### src/rtl/somador_pkg.sv
// somador_pkg: shared FSM state type and default width for the serial adder
package somador_pkg;
  typedef enum logic [1:0] {IDLE, BUSY, DONE} estado_t;
  localparam int N_BITS_DEF = 8;
endpackage

### src/rtl/somador_completo.sv
// somador_completo: 1-bit full adder cell
module somador_completo (
  input  logic a,
  input  logic b,
  input  logic cin,
  output logic s,
  output logic cout
);
  assign s    = a ^ b ^ cin;
  assign cout = (a & b) | (cin & (a ^ b));
endmodule

### src/rtl/somador_serial.sv
// somador_serial: bit-serial two's-complement adder/subtractor, one bit per clock
module somador_serial
  import somador_pkg::*;
#(
  parameter int N_BITS = N_BITS_DEF
) (
  input  logic              clock,
  input  logic              reset,
  input  logic              start,
  input  logic              sub,
  input  logic [N_BITS-1:0] num1,
  input  logic [N_BITS-1:0] num2,
  output logic              busy,
  output logic              done,
  output logic [N_BITS-1:0] total,
  output logic              negativo,
  output logic              zero,
  output logic              par,
  output logic              overflow
);
  localparam int CW = $clog2(N_BITS);
  estado_t estado;
  logic [N_BITS-1:0] a, b, res, res_next;
  logic [CW-1:0] cnt;
  logic carry, s, cout, ultimo, carrega;
  somador_completo fa (.a(a[0]), .b(b[0]), .cin(carry), .s(s), .cout(cout));
  assign res_next = {s, res[N_BITS-1:1]};
  assign ultimo   = cnt == CW'(N_BITS - 1);
  assign carrega  = start && estado != BUSY;
  assign busy     = estado == BUSY;
  assign done     = estado == DONE;
  assign negativo = total[N_BITS-1];
  assign zero     = total == '0;
  assign par      = ~total[0];
  // subtraction is A + ~B + 1, the +1 entering as the initial carry
  always_ff @(posedge clock or posedge reset)
    if (reset) begin
      estado   <= IDLE;
      a        <= '0;
      b        <= '0;
      res      <= '0;
      cnt      <= '0;
      carry    <= 1'b0;
      total    <= '0;
      overflow <= 1'b0;
    end else if (carrega) begin
      a      <= num1;
      b      <= sub ? ~num2 : num2;
      carry  <= sub;
      cnt    <= '0;
      estado <= BUSY;
    end else if (estado == BUSY) begin
      a     <= a >> 1;
      b     <= b >> 1;
      res   <= res_next;
      carry <= cout;
      cnt   <= cnt + 1'b1;
      if (ultimo) begin
        total    <= res_next;
        overflow <= carry ^ cout;
        estado   <= DONE;
      end
    end else begin
      estado <= IDLE;
    end
endmodule

### config.mk
export PLATFORM = sky130hd
export DESIGN_NAME = somador_serial
export DESIGN_NICKNAME = d
export VERILOG_FILES = /design/src/rtl/somador_pkg.sv /design/src/rtl/somador_completo.sv /design/src/rtl/somador_serial.sv
export SDC_FILE = /design/constraint.sdc
export NUM_CORES = 1
export LEC_CHECK = 0
export CORE_MARGIN = 4
export CORE_UTILIZATION = 50
export CTS_CLUSTER_DIAMETER = 60
export DETAILED_ROUTE_END_ITERATION = 10
export DONT_BUFFER_PORTS = 1
export PLACE_DENSITY = 0.7
export SLEW_MARGIN = 10
export SYNTH_ARGS = -nofsm -noshare
export SYNTH_HDL_FRONTEND = slang
export SYNTH_HIERARCHICAL = 1
export SYNTH_SLANG_ARGS = --single-unit
### constraint.sdc
create_clock -name clock -period 1.91 [get_ports clock]
set_input_delay 0.2865 -clock clock [delete_from_list [all_inputs] [get_ports clock]]
set_output_delay 0.2865 -clock clock [all_outputs]
set_load 0.01 [all_outputs]
==> results.toml <==
[clocking]
cts_tree = "done"
numCtsBuffers = 5
cts_buffer_depth = 2
clock_latency_ns = 0.35
numClockSinks = 38
ctsRootBufferMaster = "clkbuf_4"
postCtsSetupRepairBufs = 0
clk_pin_slew_ns = 0.13
cts_max_level = 2

[layout]
num_antenna_cells = 0
layout.nets = 168
regArea_um2 = 952
area_growth_pct = 6.06
multiInputGateArea_um2 = 712
fill_cells = 295
drive_gt1_share_pct = 19.9

[yosys]
syn_nets = 167
synth_area_leaders = "dfrtp_1, mux2i_1, mux2_2"
netlist_area_mm2 = 0.00174
synthTopCellsByCount = "dfrtp_1, o21ai_0, nand2_1"
synth_cells = 144
synth_edf_count = 0
ys_types = 23
synth.most_common_cell = "dfrtp_1"
synth-seq-cells = 38
avgSynthCellArea_um2 = 12.1
async_flop_share_pct = 100
ys.flop_type = "dfrtp_1"
yosysSeqAreaShare_pct = 54.8
yosysTopAreaCell = "dfrtp_1"
synth_top_area_share_pct = 54.8
yosys_warnings = 6

[global_routing]
grt_pass1_wl_um = 4820
grt_pass1_vias = 1071
grt_overflow = 0
grt_use_total_pct = 14.8
antenna_found_initial = 0
grt_max_degree = 39

[route]
dr.pass1.iters = 2
wl_per_cell_um = 14.7
vias = 1007
postRouteAntennaNets = 0
drc = 0
drt-total-wl_um = 2820
drt_iter0_markers = 30
viasPerCell = 5.24

[timing]
worstMarginPinSlew_ns = 0.464
period_share_pct = 96.1
holdWs_ns = 0.0276
fin_ws_ns = 0.0750
skew_ns = 0.0129
min_period_ns = 1.84
fmax_mhz = 545
setup_viol = 0
slew_headroom_pct = 69.1
tns_ns = 0
finalMaxSlewViolations = 0
finalHoldViolations = 0
grt_setup_unrepaired = "no"

[worst_setup_path]
cp.arrival_ns = 1.55
worstSetupEndpointType = "output port"
slowest_stage = "or4_1"
crit_path_max_incr_delay_ns = 0.59
cp-start-kind = "flip-flop"
path_cells = "or4_1 -> nor2_2"
critical_path_class = "flip-flop to output port"
cp_max_fo = 3
required_ns = 1.62

[power]
vdd_drop_max_uv = 604
static-leakage-power_nw = 0.862
power_density_mw_per_mm2 = 1600

[floorplan]
core_area_mm2 = 0.00334
dieHeight_um = 66.9
start_util_pct = 52.0
num_rows = 21
die_w_um = 66.9
io-pin-count = 34
die_area_mm2 = 0.00448

[hold_path]
min_path_type = "input pin to flip-flop"

[placement]
pre_cts_ws_ns = 0.398
hpwl_um = 1990
gp_congestion = 0.688
portBuffers = 0

[flow_run]
max_cap_violations = 0

[status]
status = "complete, no violations"
registers in the layout (all words and copies together) (netlist names):
signal	cells
a	8
total	8
carry	1
overflow	1
res	7
cnt	3
b	8
estado	2
path summary, 6_finish.rpt:
check	startpoint	endpoint	slack, ns	cells past startpoint
setup / recovery	total[5]	zero	0.07	2
hold / removal	start	b[7]	0.03	1
setup reg to reg	cnt[0]	total[5]	0.40	4
hold reg to reg	b[7]	b[6]	0.50	2
max in group asynchronous	reset	total[7]	1.10	3
min in group asynchronous	reset	res[7]	0.47	3
layout by cell type (no fill, tap or decap), drive strengths merged:
master	synthesis	final
dlygate4sd3	0	1
dfrtp	38	38
nand2b	2	2
or4	2	2
buf	8	2
a211oi	1	1
nand3	1	1
mux2i	16	16
inv	3	3
fa	1	1
nor2	5	5
nand3b	1	1
clkinvlp	0	2
nor2b	2	2
nand2	18	18
o21ai	19	19
bufinv	0	1
xnor2	2	2
clkbuf	1	5
ha	2	2
mux2	15	15
xor2	7	7
logic make-up after synthesis:
kind of cell	after synthesis	share of synthesized area, %
adders and majority gates	3	2.60
xor gates and xnor gates	9	4.54
muxes	31	19.2
and+or+nand+nor	31	8.65
DFF	38	54.8
buffers and inverters	12	4.33
AOI/OAI and AO/OA	20	5.91
through the flow:
step                instances  util, %  cell area (um2)  power, mW
finish                    192     55.2             1840       2.94
global route              192     55.2             1840       3.18
CTS                       192     55.1             1840       2.98
detailed placement        183     52.3             1740       2.43
global placement          183     52.3             1740       2.37
floorplan                 144        -             1740       2.29
worst max-delay path: cells and delay by family, from the launching register on:
| family | cells | cell delay, ns |
|---|---|---|
| simple gates | 2 | 0.75 |
| flops | 1 | 0.45 |
report_power, final:
part | internal (mW) | leakage, nW | total (mW) | switching (mW)
sequential | 1.17 | 0.480 | 1.46 | 0.293
clock | 0.275 | 0.0374 | 0.555 | 0.280
combinational | 0.471 | 0.344 | 0.927 | 0.455
repair_timing:
action / CTS / global route
hold buffers: 1 / 0
gates resized for setup: 1 / 1
setup endpoints to repair: 1 / 1
pin swaps: 0 / 1
endpoints found under the hold margin: 38 / 0
per-layer routing:
| layer | vias up | part of all wire (%) | GRT usage, % |
|---|---|---|---|
| li1 | 490 | - | - |
| met1 | 487 | 44 | 16.6 |
| met2 | 24 | 47 | 24.0 |
| met3 | 6 | 6.9 | 7.08 |
| met4 | 0 | 1.6 | 6.08 |
| met5 | - | 0 | 0 |
area by class of cell:
type                       instances  share of cell area (%)
timing repair buffer               3                    1.36
sequential                        38                    51.7
clock inverter                     3                    2.45
tap                               46                    3.13
multi-input combinational         94                    38.7
inverter                           3                   0.612
clock buffer                       5                    2.04
No activity file was read; power rests on OpenSTA's default activity.
